<file path="config.mk">
export PLATFORM = sky130hd
export DESIGN_NAME = load_store_unit_flat
export DESIGN_NICKNAME = d
export VERILOG_FILES = /design/src/rtl/load_store_unit_if.sv /design/src/rtl/load_store_unit.sv /design/src/flat_wrapper.sv
export SDC_FILE = /design/constraint.sdc
export NUM_CORES = 1
export LEC_CHECK = 0
export ABC_AREA = 1
export ABC_CLOCK_PERIOD_IN_PS = 2200
export BUFFER_PORTS_ARGS = -buffer_cell sky130_fd_sc_hd__buf_2
export CORE_ASPECT_RATIO = 1.25
export CORE_UTILIZATION = 47
export DETAILED_ROUTE_END_ITERATION = 7
export PLACE_DENSITY = 0.84
export SLEW_MARGIN = 20
export SYNTH_ARGS = -nofsm -noshare
export SYNTH_HDL_FRONTEND = slang
export SYNTH_SLANG_ARGS = --single-unit
</file>
<file path="constraint.sdc">
create_clock -name clk -period 2.2 [get_ports clk]
set_input_delay 0.44 -clock clk [delete_from_list [all_inputs] [get_ports clk]]
set_output_delay 0.44 -clock clk [all_outputs]
set_load 0.05 [all_outputs]
</file>
<file path="src/rtl/load_store_unit_if.sv">
// Core-side request/response and RAM-side bus of the load/store unit.
// The slave modport is the unit itself; the master modport is its environment
// (core plus RAM).
interface load_store_unit_if #(
  parameter int unsigned RAM_ADDR_W = 10
);
  logic                  req_valid;
  logic                  req_ready;
  logic                  req_we;
  logic [2:0]            req_funct3;
  logic [31:0]           req_addr;
  logic [31:0]           req_wdata;
  logic                  resp_valid;
  logic [31:0]           resp_rdata;
  logic                  resp_misaligned;
  logic                  ram_wr_en;
  logic [RAM_ADDR_W-1:0] ram_addr;
  logic [31:0]           ram_wdata;
  logic [31:0]           ram_rdata;

  modport master (
    output req_valid, req_we, req_funct3, req_addr, req_wdata, ram_rdata,
    input  req_ready, resp_valid, resp_rdata, resp_misaligned,
    input  ram_wr_en, ram_addr, ram_wdata
  );

  modport slave (
    input  req_valid, req_we, req_funct3, req_addr, req_wdata, ram_rdata,
    output req_ready, resp_valid, resp_rdata, resp_misaligned,
    output ram_wr_en, ram_addr, ram_wdata
  );
endinterface

</file>
<file path="src/rtl/load_store_unit.sv">
// RV32I load/store unit in front of a single-port word RAM with one cycle of
// read latency. Sub-word stores are done as read-modify-write.
module load_store_unit #(
  parameter int unsigned RAM_ADDR_W = 10
) (
  input logic               clk,
  input logic               rst,
  load_store_unit_if.slave  bus
);

  typedef enum logic [2:0] {StIdle, StRd, StRdWait, StWr, StResp} state_e;

  state_e      state_q, state_d;
  logic        we_q;
  logic [2:0]  funct3_q;
  logic [31:0] addr_q;
  logic [31:0] wdata_q;
  logic [31:0] rdata_q;
  logic        misaligned_q;

  logic        accept;
  logic        req_misaligned;
  logic [7:0]  byte_sel;
  logic [15:0] half_sel;
  logic [31:0] load_data;
  logic [31:0] merged;
  logic        unused_addr;

  assign accept      = bus.req_valid && bus.req_ready;
  // Address bits above the RAM word index are intentionally dropped.
  assign unused_addr = ^addr_q[31:RAM_ADDR_W+2];

  // Alignment / legality decode on the live request.
  always_comb begin
    req_misaligned = 1'b0;
    unique case (bus.req_funct3)
      3'b000:  req_misaligned = 1'b0;
      3'b001:  req_misaligned = bus.req_addr[0];
      3'b010:  req_misaligned = |bus.req_addr[1:0];
      3'b100:  req_misaligned = bus.req_we;
      3'b101:  req_misaligned = bus.req_we || bus.req_addr[0];
      default: req_misaligned = 1'b1;
    endcase
  end

  // Lane select and extension of load data, plus the sub-word store merge.
  always_comb begin
    byte_sel  = bus.ram_rdata[{addr_q[1:0], 3'b000} +: 8];
    half_sel  = addr_q[1] ? bus.ram_rdata[31:16] : bus.ram_rdata[15:0];
    load_data = bus.ram_rdata;
    merged    = bus.ram_rdata;
    unique case (funct3_q[1:0])
      2'b00: begin
        load_data = {{24{byte_sel[7] & ~funct3_q[2]}}, byte_sel};
        merged[{addr_q[1:0], 3'b000} +: 8] = wdata_q[7:0];
      end
      2'b01: begin
        load_data = {{16{half_sel[15] & ~funct3_q[2]}}, half_sel};
        merged[{addr_q[1], 4'b0000} +: 16] = wdata_q[15:0];
      end
      default: begin
        load_data = bus.ram_rdata;
        merged    = bus.ram_rdata;
      end
    endcase
  end

  // Next-state logic.
  always_comb begin
    state_d = state_q;
    unique case (state_q)
      StIdle: begin
        if (accept) begin
          if (req_misaligned) begin
            state_d = StResp;
          end else if (bus.req_we && bus.req_funct3 == 3'b010) begin
            state_d = StWr;
          end else begin
            state_d = StRd;
          end
        end
      end
      StRd:     state_d = StRdWait;
      StRdWait: state_d = we_q ? StWr : StResp;
      StWr:     state_d = StResp;
      StResp:   state_d = StIdle;
      default:  state_d = StIdle;
    endcase
  end

  // State, request latch and registered response.
  always_ff @(posedge clk) begin
    if (rst) begin
      state_q      <= StIdle;
      we_q         <= 1'b0;
      funct3_q     <= 3'b000;
      addr_q       <= '0;
      wdata_q      <= '0;
      rdata_q      <= '0;
      misaligned_q <= 1'b0;
    end else begin
      state_q <= state_d;
      if (accept) begin
        we_q     <= bus.req_we;
        funct3_q <= bus.req_funct3;
        addr_q   <= bus.req_addr;
        wdata_q  <= bus.req_wdata;
      end
      if (state_q == StRdWait && we_q) begin
        wdata_q <= merged;
      end
      // Response fields change only on entry to RESP, so they hold until the next one.
      if (state_d == StResp) begin
        rdata_q      <= (state_q == StRdWait && !we_q) ? load_data : 32'h0;
        misaligned_q <= (state_q == StIdle);
      end
    end
  end

  // Outputs are forced low while reset is asserted.
  always_comb begin
    bus.req_ready       = (state_q == StIdle) && !rst;
    bus.resp_valid      = (state_q == StResp) && !rst;
    bus.ram_wr_en       = (state_q == StWr) && !rst;
    bus.ram_addr        = rst ? '0 : addr_q[RAM_ADDR_W+1:2];
    bus.ram_wdata       = rst ? 32'h0 : wdata_q;
    bus.resp_rdata      = rst ? 32'h0 : rdata_q;
    bus.resp_misaligned = rst ? 1'b0 : misaligned_q;
  end

endmodule

</file>
<file path="src/flat_wrapper.sv">
// flat-port wrapper written by rule: the top's interface ports become plain ports
module load_store_unit_flat 
#(
  parameter int unsigned RAM_ADDR_W = 10
)
  (clk, rst, bus_req_valid, bus_req_we, bus_req_funct3, bus_req_addr, bus_req_wdata, bus_ram_rdata, bus_req_ready, bus_resp_valid, bus_resp_rdata, bus_resp_misaligned, bus_ram_wr_en, bus_ram_addr, bus_ram_wdata);
  load_store_unit_if #(.RAM_ADDR_W(RAM_ADDR_W)) bus_i ();
  input logic clk;
  input logic rst;
  input wire logic [$bits(bus_i.req_valid)-1:0] bus_req_valid;
  input wire logic [$bits(bus_i.req_we)-1:0] bus_req_we;
  input wire logic [$bits(bus_i.req_funct3)-1:0] bus_req_funct3;
  input wire logic [$bits(bus_i.req_addr)-1:0] bus_req_addr;
  input wire logic [$bits(bus_i.req_wdata)-1:0] bus_req_wdata;
  input wire logic [$bits(bus_i.ram_rdata)-1:0] bus_ram_rdata;
  output wire logic [$bits(bus_i.req_ready)-1:0] bus_req_ready;
  output wire logic [$bits(bus_i.resp_valid)-1:0] bus_resp_valid;
  output wire logic [$bits(bus_i.resp_rdata)-1:0] bus_resp_rdata;
  output wire logic [$bits(bus_i.resp_misaligned)-1:0] bus_resp_misaligned;
  output wire logic [$bits(bus_i.ram_wr_en)-1:0] bus_ram_wr_en;
  output wire logic [$bits(bus_i.ram_addr)-1:0] bus_ram_addr;
  output wire logic [$bits(bus_i.ram_wdata)-1:0] bus_ram_wdata;
  assign bus_i.req_valid = bus_req_valid;
  assign bus_i.req_we = bus_req_we;
  assign bus_i.req_funct3 = bus_req_funct3;
  assign bus_i.req_addr = bus_req_addr;
  assign bus_i.req_wdata = bus_req_wdata;
  assign bus_i.ram_rdata = bus_ram_rdata;
  assign bus_req_ready = bus_i.req_ready;
  assign bus_resp_valid = bus_i.resp_valid;
  assign bus_resp_rdata = bus_i.resp_rdata;
  assign bus_resp_misaligned = bus_i.resp_misaligned;
  assign bus_ram_wr_en = bus_i.ram_wr_en;
  assign bus_ram_addr = bus_i.ram_addr;
  assign bus_ram_wdata = bus_i.ram_wdata;
  load_store_unit #(.RAM_ADDR_W(RAM_ADDR_W)) u_core (.clk(clk), .rst(rst), .bus(bus_i));
endmodule
</file>
==> flow_metrics.py, run 1 <==
metrics = {
    "setup_path": {
        "crit_arrival_ns": 2.26,
        "worstRegToRegCells": 7,
        "worstSetupEndpointType": "flop",
        "regToRegStartpoint": "u_core.funct3_q[0]",
        "crit_required_ns": 2.48,
        "reg2reg_slack_ns": 0.22,
        "start_kind": "flop",
        "cp_max_fo": 11,
        "reg2reg_to": "u_core.wdata_q[19]",
        "crit_type": "reg -> reg",
    },
    "synthesis": {
        "syn-cell-area_um2": 5806,
        "synth-seq-cells": 84,
        "yosysTopAreaCell": "dfxtp_1",
        "syn_inst": 964,
        "syn_area_per_cell_um2": 6.022,
        "ys_types": 33,
        "yosys-top-cells-area": "dfxtp_1 (29%), a21oi_1 (13%), nand2_1 (12%)",
        "seq_area_frac_synth": 0.2897,
        "synth_top_area_share": 0.2897,
        "synth_nets": 1072,
        "yosys_warnings": 0,
    },
    "clock_tree": {
        "clock_sinks": 84,
        "cts-root-buf": "clkbuf_16",
        "cts_buffers": 9,
        "clk_latency_ns": 0.34,
        "ctsHoldBuffers": 0,
        "post_cts.repair.setup_buffers": 0,
        "cts_tree": "built",
        "clockBufferDepth": 2,
        "cts_max_level": 3,
        "clk_pin_slew_worst_paths_ns": 0.06,
    },
    "timing": {
        "fin_crit_sh": 0.8998,
        "fin_ws_ns": 0.2204,
        "hold_viol_final": 0,
        "max_slew_margin": 0.3931,
        "finClkSkew_ns": 0.004214,
        "rsz0062_at_grt": "no",
        "fin_crit_ns": 1.980,
        "timing.setup.tns_ns": 0,
        "fmax_mhz": 505.2,
        "setup_viol": 0,
        "tightest_slew_ns": 0.9070,
        "drv_slew": 0,
    },
    "routing": {
        "dr_total_vias": 6694,
        "drt-initial-drc-count": 467,
        "wl_mm": 18.47,
        "routedWlPerCell_um": 14.65,
        "detail-route-antenna-nets": 0,
        "dr.pass1.iters": 6,
        "viasPerCell": 5.308,
        "drcViolationCount": 0,
    },
    "pwr": {
        "internal-power_w": 0.002964,
        "ir_drop_v": 0.0003778,
        "p_sw_w": 0.001408,
        "power.total_w": 0.004372,
        "seqPwrFrac": 0.377,
        "sw_frac_of_total": 0.3220,
        "pwr-share-clk": 0.375,
        "pwr-share-comb": 0.248,
        "power.leakage_nw": 3.415,
        "power.density_nw_per_um2": 621.9,
    },
    "final_layout": {
        "final_util": 0.5808,
        "drive_above_1_share": 0.2062,
        "final_cell_mix": "nand2_1 (188), buf_2 (160), a21oi_1 (145)",
        "stdcell_area_um2": 7030,
        "mostFrequentLayoutCell": "nand2_1",
        "syn_to_final_growth_pct": 21.10,
        "fin_nets": 1202,
    },
    "status": {
        "status": "completed",
    },
    "global_route": {
        "grt_pass1_vias": 6008,
        "grt_pass1_wl_mm": 29.32,
        "grt.overflow.total": 0,
        "track_usage": 0.2930,
        "antenna_found_initial": 1,
        "grt_max_degree": 48,
    },
    "placed_design": {
        "pre_cts_ws_ns": 0.2274,
        "port_buffers": 160,
        "place_area_um2": 6705,
        "dpl.hpwl_mm": 13.62,
        "place_congestion": 0.9850,
    },
    "min_path": {
        "hp-start": "bus_req_addr[7]",
        "hold_path_depth": 3,
        "holdPathEnd": "u_core.addr_q[7]",
        "hold_path_class": "in -> reg",
    },
    "floorplan": {
        "dieHeight_um": 126.3,
        "die_w_um": 101.4,
        "start_util": 0.4796,
        "die-area_um2": 12800,
        "core-area_um2": 12110,
        "rows": 45,
        "ioPinCount": 181,
    },
    "run": {
        "cap_violations": 0,
    },
}
per-layer routing:
layer,part of all wire,track usage,vias to the layer above
met4,0.046,0.1535,0
met2,0.46,0.4830,326
met1,0.42,0.3614,2932
met5,0,0,-
met3,0.073,0.04994,56
li1,-,-,3380
layout make-up:
cell class / instances / area (um^2)
timing repair buffer: 180 / 988.4
fill: 1199 / 5075
antenna: 1 / 2.502
inverter: 129 / 488.0
multi-input combinational: 690 / 3352
clock buffer: 11 / 252.7
sequential: 84 / 1682
tap: 164 / 205.2
clock inverter: 2 / 60.06
critical path, stage by stage (launching register included):
cell	delay (ns)
dfxtp_1	0.43
nand2_2	0.10
nor2_1	0.69
nor2_2	0.08
buf_4	0.21
o211ai_1	0.22
nand2_1	0.10
nor2_1	0.10
sequential cells by signal, summed over array words and instances (netlist names):
register / cells
u_core.state_q: 3
u_core.rdata_q: 32
u_core.funct3_q: 3
u_core.addr_q: 12
u_core.wdata_q: 32
u_core.misaligned_q: 1
u_core.we_q: 1
cells by family after synthesis:
family	count (synthesis)	synth area share
simple gates	403	0.2985
compound gates	282	0.2657
buf+inv	190	0.1353
flops	84	0.2897
fa+ha+maj	5	0.01078
worst max-delay path by stage:
stage,startpoint,endpoint,slack (ns),cells after the start
after floorplan,rst,bus_ram_addr[0],0.14,4
after global placement,u_core.addr_q[0],u_core.wdata_q[6],0.27,8
after detailed placement,u_core.addr_q[0],u_core.wdata_q[3],0.23,8
after CTS,u_core.addr_q[0],u_core.wdata_q[3],0.23,8
after global routing,u_core.addr_q[0],u_core.wdata_q[2],0.09,8
final,u_core.funct3_q[0],u_core.wdata_q[19],0.22,7
synth_stat cells, drive strengths merged:
cell type and instances:
o21a 15, a21oi 145, ha 5, inv 128, o21ai 84, nand3 68, o21bai 7, buf 38
a22oi 1, a31oi 1, o211ai 29, clkinv 1, dfxtp 84, nor2 121, nand4 2, or2 17
clkbuf 23, nand2 192, nor3 3
stage by stage:
step	instances	hold WS (ns)
after global routing	1261	0.3854
after detailed placement	1247	0.4478
after CTS	1260	0.3840
final	1261	0.3825
after global placement	1247	0.4394
after floorplan	964	0.4303
power groups by stage:
stage | sequential, W | clock [W] | combinational [W]
after floorplan | 0.00167 | 0 | 0.000778
after global placement | 0.00168 | 0 | 0.00105
after detailed placement | 0.00168 | 0 | 0.00106
after CTS | 0.00165 | 0.00165 | 0.00107
after global routing | 0.00165 | 0.00172 | 0.00119
final | 0.00165 | 0.00164 | 0.00108
repair_timing:
action                                  in CTS  in global routing
hold endpoints to repair                     0                  0
endpoints found under the setup margin       0                  4
resized for setup                            0                  2
Note: power is estimated with default switching activity, not from simulation.
==> run 2: changes to the inputs <==
--- a/config.mk
+++ b/config.mk
@@ -12,6 +12,7 @@
 export CORE_UTILIZATION = 47
 export DETAILED_ROUTE_END_ITERATION = 7
 export PLACE_DENSITY = 0.84
+export RECOVER_POWER = 100
 export SLEW_MARGIN = 20
 export SYNTH_ARGS = -nofsm -noshare
 export SYNTH_HDL_FRONTEND = slang
==> flow_metrics.py, run 2 (synthesis gave the netlist of run 1 again) <==
metrics = {
    "clock_tree": {
        "clockBufferDepth": 2,
        "clk_pin_slew_worst_paths_ns": 0.06,
        "cts_tree": "built",
        "post_cts.repair.setup_buffers": 0,
        "clock_sinks": 84,
        "cts_max_level": 3,
        "cts_buffers": 9,
        "cts-root-buf": "clkbuf_16",
        "clk_latency_ns": 0.34,
    },
    "final_layout": {
        "largest_registers": "u_core.rdata_q x32, u_core.wdata_q x32, u_core.addr_q x12",
        "final_cell_mix": "nand2_1 (190), a21oi_1 (145), inv_1 (119)",
        "drive_above_1_share": 0.1834,
        "instances_no_fill": 1261,
        "mostFrequentLayoutCell": "nand2_1",
        "syn_to_final_growth_pct": 20.02,
        "final.fill_count": 1219,
        "multi_input_comb_area_um2": 3329,
        "fin_nets": 1202,
        "ff_latch_area_um2": 1682,
    },
    "setup_path": {
        "cp_max_fo": 34,
        "path_buf_inv": 3,
        "max_stage_delay_ns": 0.43,
        "crit_top_cell": "clkbuf_2",
        "worstSetupEndpointType": "output port",
        "path_delay_family": "buffers and inverters",
        "crit_arrival_ns": 1.65,
        "start_kind": "primary input",
        "crit_required_ns": 1.76,
        "crit_slowest_cell": "clkbuf_2",
        "cp_cell_sequence": "buf_2 > clkbuf_2 > nor2_1 > clkbuf_2",
        "crit_type": "in -> out",
    },
    "timing": {
        "drv_slew": 0,
        "timing.setup.tns_ns": 0,
        "tightest_slew_ns": 0.9565,
        "fin_crit_sh": 0.9495,
        "fmax_mhz": 478.7,
        "finClkSkew_ns": 0.004886,
        "hold_viol_final": 0,
        "rsz0062_at_grt": "no",
        "max_slew_margin": 0.3600,
        "fin_crit_ns": 2.089,
        "setup_viol": 0,
    },
    "floorplan": {
        "start_util": 0.4796,
        "core-area_um2": 12110,
        "ioPinCount": 181,
        "rows": 45,
        "die_w_um": 101.4,
        "dieHeight_um": 126.3,
        "die-area_um2": 12800,
    },
    "routing": {
        "detail-route-antenna-nets": 0,
        "dr_total_vias": 6718,
        "routedWlPerCell_um": 14.67,
        "wl_mm": 18.50,
        "dr.pass1.iters": 5,
        "drcViolationCount": 0,
        "drt-initial-drc-count": 509,
        "viasPerCell": 5.328,
    },
    "global_route": {
        "grt_max_degree": 48,
        "grt_pass1_vias": 6008,
        "grt.overflow.total": 0,
        "track_usage": 0.2930,
        "grt_pass1_wl_mm": 29.32,
        "antenna_found_initial": 1,
    },
    "pwr": {
        "power.total_w": 0.004361,
        "power.density_nw_per_um2": 625.8,
        "ir_drop_v": 0.0003775,
        "power.leakage_nw": 3.275,
    },
    "placed_design": {
        "dpl.hpwl_mm": 13.62,
        "dp_cells": 1247,
        "place_congestion": 0.9850,
        "port_buffers": 160,
    },
    "status": {
        "status": "completed",
    },
    "min_path": {
        "hold_path_class": "in -> reg",
    },
    "run": {
        "cap_violations": 0,
    },
}
## run 2: changes by cell type in the layout (fill, tap and decap cells not counted), sizes merged
cell / before / now
buf: 180 / 100
clkbuf: 11 / 91
## run 2: final timing paths
check	end	slack [ns]	cells after the start	from
min reg2reg	u_core.addr_q[7]	0.45	2	u_core.addr_q[7]
max	bus_ram_wdata[12]	0.11	4	rst
min	u_core.addr_q[7]	0.38	3	bus_req_addr[7]
max reg2reg	u_core.wdata_q[19]	0.12	7	u_core.funct3_q[0]
## run 2: worst reg2reg max path, cell delays in order, from the launching register on
cell      delay, ns
dfxtp_1        0.42
nand2_1        0.12
nor2_1         0.74
nor2_2         0.08
clkbuf_2       0.22
o211ai_1       0.25
nand2_1        0.10
nor2_1         0.10
## run 2: cell type report
cell class	count	area share
Antenna cell	1	0.0003591
Tap cell	164	0.02945
Sequential cell	84	0.2413
Timing Repair Buffer	180	0.1361
Multi-Input combinational cell	690	0.4778
Clock inverter	2	0.008619
Clock buffer	11	0.03627
Inverter	129	0.07003
## run 2: routing by layer
metal  vias up  share of wire  global-route usage
li1       3375              -                   -
met1      2948           0.42              0.3614
met2       329           0.46              0.4830
met3        66          0.073             0.04994
met4         0          0.048              0.1535
met5         -              0                   0
## run 2: what timing repair did
action / in CTS / in global routing
hold buffers: 0 / 0
gates resized for setup: 0 / 2
endpoints found under the setup margin: 0 / 4
## run 2: stage by stage
stage / hold slack (ns) / setup slack [ns] / instance area (um^2) / util
3_3_place_gp: 0.4394 / 0.2702 / 6705 / 0.5539
3_5_place_dp: 0.4478 / 0.2274 / 6705 / 0.5539
5_1_grt: 0.3854 / 0.05002 / 6968 / 0.5756
4_1_cts: 0.3840 / 0.2328 / 7018 / 0.5797
2_1_floorplan: 0.4303 / 0.1396 / 5811 / -
6_report: 0.3829 / 0.1111 / 6968 / 0.5756
## run 2: power by group
group	internal, W	switching, W	total, W	leakage [nW]
clock	0.00104	0.000605	0.00164	0.154
sequential	0.00160	0.0000423	0.00165	0.687
combinational	0.000312	0.000760	0.00107	2.43
total	0.00295	0.00141	0.00436	3.27
